===== src/rtl/calc_hex_digit_sequencer.sv =====
// Shows an 8-bit result on a single 7-segment digit as a repeating sequence:
// high nibble (dp lit), low nibble, blank gap. Optional: CALC_DISP_SKIP_LEADING_ZERO_EN.
module calc_hex_digit_sequencer #(
  parameter logic [23:0] HOLD_CYCLES = 24'd5000000,
  parameter logic [23:0] GAP_CYCLES  = 24'd2500000,
  parameter int          CNT_W       = 24
) (
  input  logic       clk,
  input  logic       reset,
  input  logic       in_valid,
  input  logic [7:0] in_data,
  output logic       in_ready,
  output logic [7:0] seg_out,
  output logic       busy
);

  typedef enum logic [1:0] {IDLE, SHOW_HI, SHOW_LO, GAP} state_t;

  localparam logic [CNT_W-1:0] HOLD_RELOAD = CNT_W'(HOLD_CYCLES - 24'd1);
  localparam logic [CNT_W-1:0] GAP_RELOAD  = CNT_W'(GAP_CYCLES - 24'd1);

  state_t           state_q, state_d;
  logic [CNT_W-1:0] cnt_q, cnt_d;
  logic [7:0]       value_q, value_d;
  logic [7:0]       seg_q, seg_d;
  logic             accept;
  logic             skip_new, skip_old;

  function automatic logic [6:0] hex7(input logic [3:0] n);
    case (n)
      4'h0: hex7 = 7'h3F;
      4'h1: hex7 = 7'h06;
      4'h2: hex7 = 7'h5B;
      4'h3: hex7 = 7'h4F;
      4'h4: hex7 = 7'h66;
      4'h5: hex7 = 7'h6D;
      4'h6: hex7 = 7'h7D;
      4'h7: hex7 = 7'h07;
      4'h8: hex7 = 7'h7F;
      4'h9: hex7 = 7'h6F;
      4'hA: hex7 = 7'h77;
      4'hB: hex7 = 7'h7C;
      4'hC: hex7 = 7'h39;
      4'hD: hex7 = 7'h5E;
      4'hE: hex7 = 7'h79;
      default: hex7 = 7'h71;
    endcase
  endfunction

  // A zero high nibble can bypass SHOW_HI, both on accept and on repeat.
`ifdef CALC_DISP_SKIP_LEADING_ZERO_EN
  assign skip_new = (in_data[7:4] == 4'h0);
  assign skip_old = (value_q[7:4] == 4'h0);
`else
  assign skip_new = 1'b0;
  assign skip_old = 1'b0;
`endif

  assign in_ready = (state_q != SHOW_HI);
  assign accept   = in_valid && in_ready;
  assign busy     = (state_q != IDLE);
  assign seg_out  = seg_q;

  always_comb begin
    state_d = state_q;
    cnt_d   = cnt_q;
    value_d = value_q;
    if (accept) begin
      value_d = in_data;
      state_d = skip_new ? SHOW_LO : SHOW_HI;
      cnt_d   = HOLD_RELOAD;
    end else begin
      case (state_q)
        SHOW_HI: begin
          if (cnt_q == '0) begin
            state_d = SHOW_LO;
            cnt_d   = HOLD_RELOAD;
          end else begin
            cnt_d = cnt_q - 1'b1;
          end
        end
        SHOW_LO: begin
          if (cnt_q == '0) begin
            state_d = GAP;
            cnt_d   = GAP_RELOAD;
          end else begin
            cnt_d = cnt_q - 1'b1;
          end
        end
        GAP: begin
          if (cnt_q == '0) begin
            state_d = skip_old ? SHOW_LO : SHOW_HI;
            cnt_d   = HOLD_RELOAD;
          end else begin
            cnt_d = cnt_q - 1'b1;
          end
        end
        default: ;
      endcase
    end

    // Output is decoded from the next state so the register lines up with it.
    case (state_d)
      SHOW_HI: seg_d = {1'b1, hex7(value_d[7:4])};
      SHOW_LO: seg_d = {1'b0, hex7(value_d[3:0])};
      GAP:     seg_d = 8'h00;
      default: seg_d = 8'h40;
    endcase
  end

  always_ff @(posedge clk) begin
    if (reset) begin
      state_q <= IDLE;
      cnt_q   <= '0;
      value_q <= 8'h00;
      seg_q   <= 8'h40;
    end else begin
      state_q <= state_d;
      cnt_q   <= cnt_d;
      value_q <= value_d;
      seg_q   <= seg_d;
    end
  end

endmodule

===== config.mk =====
export PLATFORM = sky130hd
export DESIGN_NAME = calc_hex_digit_sequencer
export DESIGN_NICKNAME = d
export VERILOG_FILES = /design/src/rtl/calc_hex_digit_sequencer.sv
export SDC_FILE = /design/constraint.sdc
export NUM_CORES = 1
export LEC_CHECK = 0
export CAP_MARGIN = 25
export CORE_ASPECT_RATIO = 1.75
export CORE_MARGIN = 1
export CORE_UTILIZATION = 58
export CTS_CLUSTER_DIAMETER = 60
export DETAILED_ROUTE_END_ITERATION = 8
export PLACE_DENSITY = 0.89
export SYNTH_ARGS = -nofsm -noshare
export SYNTH_HDL_FRONTEND = slang
export SYNTH_SLANG_ARGS = --single-unit

===== constraint.sdc =====
create_clock -name clk -period 2.8 [get_ports clk]
set_input_delay 0.7 -clock clk [delete_from_list [all_inputs] [get_ports clk]]
set_output_delay 0.7 -clock clk [all_outputs]
set_load 0.05 [all_outputs]

==> results.ini, run 1 <==
[sta]
finalHoldViolations = 0
worst_clock_skew_ns = 0.00811
rsz0062_at_grt = no
maxSlewHeadroom_pct = 64.6
timing_max_transition_violations_final = 0
post-route-period-util_pct = 94.2
max_slew.worst_pin.slew_ns = 0.527
fmax_mhz = 379
finalCriticalPeriod_ns = 2.64
timing.final.setup_violations = 0

[clocking]
cts_buffers = 5
clock_tree.htree_level_count = 2
clock_insertion_delay_worst_skew_ns = 0.30
cts.path.max_buffers = 2
cts_hold_repair.buffers = 0
cts_post_setup_buffers_inserted = 0
tritoncts = done
cts.sink_count = 42
clk_transition_reported_paths_ns = 0.08
cts_root_buf = clkbuf_8

[critical_path]
timing.reg2reg.worst_path_depth = 8
end_kind = output port
required_time_worst_endpoint_ns = 2.10
crit_arrival_ns = 1.94
rrSetupSlack_ns = 0.21
crit_path_max_fanout = 6
worst_setup_path_start_kind = flip-flop
worstSetupPathType = flip-flop to output port
reg2reg_to = cnt_q[22]
regToRegStartpoint = cnt_q[0]

[min_path]
hp-start = cnt_q[18]
hold-path-cell-count = 1
min_path_type = flip-flop to flip-flop
min_to = cnt_q[18]

[placed_design]
portBuffers = 20
post-place-cells = 402
dp_hpwl_mm = 5.23
dpl_cell_area_um2 = 3100
routability_congestion_estimate = 0.945

[layout]
final_std_cells_w_o_fill = 410
antenna-diode-count = 0
layout_commonest_cell = dfxtp_1
layout.area.seq_um2 = 841
nets = 380
area_overhead_vs_synth_pct = 19.3
final_cell_area_um2 = 3210
post-route-util_pct = 72.2
layout.cells.most_common_list = 42 x dfxtp_1, 38 x nor2_1, 28 x buf_4
final.fill_count = 328
drive_above_1_share_pct = 17.8
area_of_the_multi_input_gates_um2 = 1720

[yosys]
synth_cell_type_count = 70
netlist_instances = 316
synth.net_count = 338
postSynth.topFlopCell = dfxtp_1
synth_seq_cells = 42
syn_avg_cell_area_um2 = 8.51
ys.warnings.count = 0
mappedNetlistArea_um2 = 2690
ys_seq_area_share_pct = 31.3
synth_edf_count = 0
ys_async_sr_fraction_pct = 0

[global_routing]
antenna_found_initial = 0
grt_first_pass_wirelength_mm = 11.5
first_global_vias = 2598
grt_start_max_net_pins = 15
globalRoute.totalOverflow = 0
gr-usage-all-layers_pct = 31.3

[floorplan]
floorplan.die.height_um = 92.1
effective_utilization_at_floorplan_pct = 60.5
dieArea_um2 = 4920
design.core.area_um2 = 4440
die_x_um = 53.5
boundaryPins = 21
number_of_placement_rows = 32

[power]
peakVddDrop_v = 0.000445
power.total_w = 0.00180
cell_pwr_density_nw_per_um2 = 562
leakage_nw = 1.26

[route]
drc_errors = 0
detailroute.via_count = 2611
drt-pass1-iter-count = 4
via_per_instance_ratio = 6.37
totalWireLength_mm = 7.01
postRouteAntennaNets = 0
routed_wire_length_per_instance_um = 17.1
first_iter_violations = 107

[job]
max_cap_viol_count = 0

[status]
status = complete, no violations

## stage by stage
stage	setup TNS, ns	hold WS [ns]	setup slack, ns
floorplan	0	0.453	0.139
global placement	-0.0967	0.475	-0.0673
detailed placement	-0.500	0.489	-0.163
CTS	0	0.502	0.153
global route	0	0.538	0.0685
finish	0	0.510	0.162
## worst max-delay path, stage by stage (launching register included)
cell	delay, ns
dfxtp_1	0.47
nor2_1	0.10
inv_1	0.22
clkdlybuf4s50_1	0.85
## worst max-delay path by stage
stage,cells after the start,from,to
CTS,8,in_valid,seg_out[3]
global placement,8,in_valid,seg_out[3]
detailed placement,8,in_valid,seg_out[3]
floorplan,12,state_q[0],seg_out[5]
finish,3,state_q[1],busy
global route,8,cnt_q[0],cnt_q[22]
## report_power, final
group	internal [W]	switching (W)
Clock	0.000263	0.000225
Combinational	0.000261	0.000355
Sequential	0.000649	0.0000507
## final cells by class
cell class	instances	share of cell area, %
Tap cell	51	1.99
Multi-Input combinational cell	247	53.5
Inverter	13	1.52
Sequential cell	42	26.2
Clock inverter	3	1.25
Timing Repair Buffer	49	13.4
Clock buffer	5	2.15
## registers in the layout (all words and copies together) (netlist names)
| register | cells |
|---|---|
| cnt_q | 24 |
| seg_out | 8 |
| value_q | 8 |
| state_q | 2 |
## cell usage after synthesis (all sizes together) (2+ instances only)
cell type | count | area (µm²)
o21ai | 9 | 45.0
nand2 | 22 | 98.9
or3 | 6 | 38.8
nand4b | 2 | 17.5
a211o | 2 | 17.5
a22oi | 2 | 15.0
nor3b | 2 | 15.0
a32oi | 2 | 17.5
nor3 | 19 | 105
nand4 | 4 | 31.3
ha | 11 | 138
inv | 13 | 48.8
or4 | 4 | 33.8
buf | 8 | 66.3
o31ai | 3 | 22.5
clkbuf | 6 | 22.5
mux2i | 11 | 151
nor4 | 11 | 87.6
a311oi | 7 | 61.3
and2 | 4 | 25.0
a211oi | 4 | 35.0
dfxtp | 42 | 841
nand3b | 4 | 30.0
and3 | 3 | 18.8
a21oi | 24 | 120
nand3 | 9 | 45.0
nor2b | 2 | 20.0
nor2 | 40 | 160
and2b | 2 | 16.3
xnor2 | 7 | 61.3
o21a | 4 | 30.0
a22o | 4 | 35.0
nand2b | 4 | 32.5
## logic make-up after synthesis
kind of cell,Yosys count,synth area share [%]
flip-flops,42,31.3
adder cells (fa/ha/maj),11,5.12
AND/OR/NAND/NOR,140,29.6
XOR/XNOR,7,2.28
multiplexers,12,6.05
buffers and inverters,27,5.12
AO/OA/AOI/OAI,77,20.6
## routing by layer
metal	GRT usage, %	up-vias	wire length (µm)
met5	0	-	0
met4	17.3	0	279
met3	3.65	24	272
met2	55.6	88	3840
met1	33.6	1242	2620
li1	-	1257	-
## repair_timing
action / CTS / global route
setup endpoints to repair: 0 / 1
hold endpoints to repair: 0 / 0
resized for setup: 0 / 1
Power figures use the tool's default switching activity.
==> inputs of run 2 (changes only) <==
--- a/config.mk
+++ b/config.mk
@@ -5,6 +5,7 @@
 export SDC_FILE = /design/constraint.sdc
 export NUM_CORES = 1
 export LEC_CHECK = 0
+export ABC_AREA = 0
 export CAP_MARGIN = 25
 export CORE_ASPECT_RATIO = 1.75
 export CORE_MARGIN = 1
==> results of run 2 <==
The final DEF is identical to that of run 1; final timing and power are the same.
==> inputs of run 3 (changes only) <==
--- a/config.mk
+++ b/config.mk
@@ -6,8 +6,8 @@
 export NUM_CORES = 1
 export LEC_CHECK = 0
 export ABC_AREA = 0
-export CAP_MARGIN = 25
-export CORE_ASPECT_RATIO = 1.75
+export CAP_MARGIN = 10
+export CORE_ASPECT_RATIO = 1.1
 export CORE_MARGIN = 1
 export CORE_UTILIZATION = 58
 export CTS_CLUSTER_DIAMETER = 60
==> run 3 against run 2 <==
Register-to-register slack got worse by 0.06 ns. Sequential share of layout area is 0.32 points higher. Via count grew 1.2%. Sequential power about the same. Worst setup slack worse by 0.012 ns. Worst hold slack better by 0.012 ns. Maximum frequency down 0.44%. Power fell by 0.88%. Clock-buffer cell count did not move. Critical endpoint unchanged. Largest cell class unchanged. Clock power decreased by 2%.
==> results.ini, run 3 (synthesis gave the netlist of run 1 again) <==
[layout]
layout.cells.most_common_list = 42 x dfxtp_1, 38 x nor2_1, 25 x buf_4
final.fill_count = 332
antenna-diode-count = 0
largest_register = cnt_q
layout_commonest_cell = dfxtp_1
final_cell_area_um2 = 3170
nets = 376
area_overhead_vs_synth_pct = 17.8
layout.area.seq_um2 = 841
area_of_the_multi_input_gates_um2 = 1720
largest_register_ffs = 24
drive_above_1_share_pct = 16.9

[critical_path]
critPathSlowestCell = clkdlybuf4s50_1
cp.depth = 3
crit_arrival_ns = 1.95
required_time_worst_endpoint_ns = 2.10
worst_setup_path_start_kind = flip-flop
end_kind = output port
worstSetupPathType = flip-flop to output port
rrSetupSlack_ns = 0.15
timing.critical_path.buf_inv = 2
cell_chain_of_the_critical_path = nor2_1, inv_1, clkdlybuf4s50_1
max_stage_delay_ns = 0.85
timing.reg2reg.worst_path_depth = 11
category_of_cells_accounting_for_the_largest_share_of_critical_path_delay = buffers and inverters
crit_path_max_fanout = 7

[sta]
max_slew.worst_pin.slew_ns = 0.541
final.setup.tns_ns = 0
worst_clock_skew_ns = 0.00988
fmax_mhz = 377
finalHoldViolations = 0
finalCriticalPeriod_ns = 2.65
timing_max_transition_violations_final = 0
maxSlewHeadroom_pct = 63.6
rsz0062_at_grt = no
post-route-period-util_pct = 94.6
timing.final.setup_violations = 0
layout_setup_ws_ns = 0.151
hold_ws_ns = 0.522

[clocking]
clock_insertion_delay_worst_skew_ns = 0.30
cts.path.max_buffers = 2
cts_buffers = 5
cts.sink_count = 42
tritoncts = done
cts_root_buf = clkbuf_8
clk_transition_reported_paths_ns = 0.09
clock_tree.htree_level_count = 2

[route]
first_iter_violations = 251
drt-pass1-iter-count = 5
detailroute.via_count = 2642
totalWireLength_mm = 6.95
via_per_instance_ratio = 6.46
drc_errors = 0
postRouteAntennaNets = 0
routed_wire_length_per_instance_um = 17.0

[power]
power.total_w = 0.00179
leakage_nw = 1.23
cell_pwr_density_nw_per_um2 = 564
peakVddDrop_v = 0.000366

[global_routing]
antenna_found_initial = 0
first_global_vias = 2535
grt_start_max_net_pins = 18
gr-usage-all-layers_pct = 31.2
globalRoute.totalOverflow = 0
grt_first_pass_wirelength_mm = 11.6

[floorplan]
effective_utilization_at_floorplan_pct = 61.4
die_x_um = 66.9
floorplan.die.height_um = 73.4
number_of_placement_rows = 25
boundaryPins = 21
design.core.area_um2 = 4380
dieArea_um2 = 4910

[placed_design]
routability_congestion_estimate = 0.911
dpl_cell_area_um2 = 3060
dp_slack_ns = -0.113
dp_hpwl_mm = 5.20
portBuffers = 20

[min_path]
hold-path-cell-count = 2
min_path_type = flip-flop to flip-flop

[job]
max_cap_viol_count = 0

[status]
status = complete, no violations

-- run 3: layout make-up --
| class | instances | share of cell area [%] |
|---|---|---|
| well taps | 54 | 2.13 |
| clock inverters | 3 | 1.26 |
| repair buffers | 45 | 12.2 |
| inverters | 13 | 1.54 |
| flip-flops and latches | 42 | 26.5 |
| multi-input cells | 247 | 54.1 |
| clock buffers | 5 | 2.17 |
-- run 3: through the flow --
| step | std cells | utilization, % |
|---|---|---|
| global placement | 401 | 69.8 |
| floorplan | 316 | - |
| CTS | 409 | 72.3 |
| global route | 409 | 72.4 |
| finish | 409 | 72.4 |
| detailed placement | 401 | 69.8 |
-- run 3: final timing paths --
path | from | end
hold reg to reg | cnt_q[13] | cnt_q[13]
setup / recovery | state_q[0] | busy
hold / removal | cnt_q[13] | cnt_q[13]
setup reg to reg | state_q[0] | seg_out[3]
-- run 3: power breakdown --
part,switching [W],internal [W],total [W]
Sequential,0.0000510,0.000649,0.000700
Combinational,0.000356,0.000254,0.000610
Clock,0.000215,0.000263,0.000477
Total,0.000622,0.00117,0.00179
-- run 3: layer usage --
metal	GRT usage (%)	routed length (µm)	part of all wire, %
met5	0	0	0
met4	14.4	218	3.1
met3	6.06	424	6.1
met2	53.9	3530	51
met1	36.6	2780	40
-- run 3: timing repair --
item                                   in CTS  in global routing
gates resized for setup                     0                  1
hold buffers                                0                  0
endpoints found under the hold margin       0                  0
buffers inserted                            0                  0
setup endpoints to repair                   0                  1
-- run 3: worst min-delay path, delay by kind of cell (launching register included) --
kind,cells,cell delay [ns]
flip-flops,1,0.34
AO/OA/AOI/OAI,2,0.14
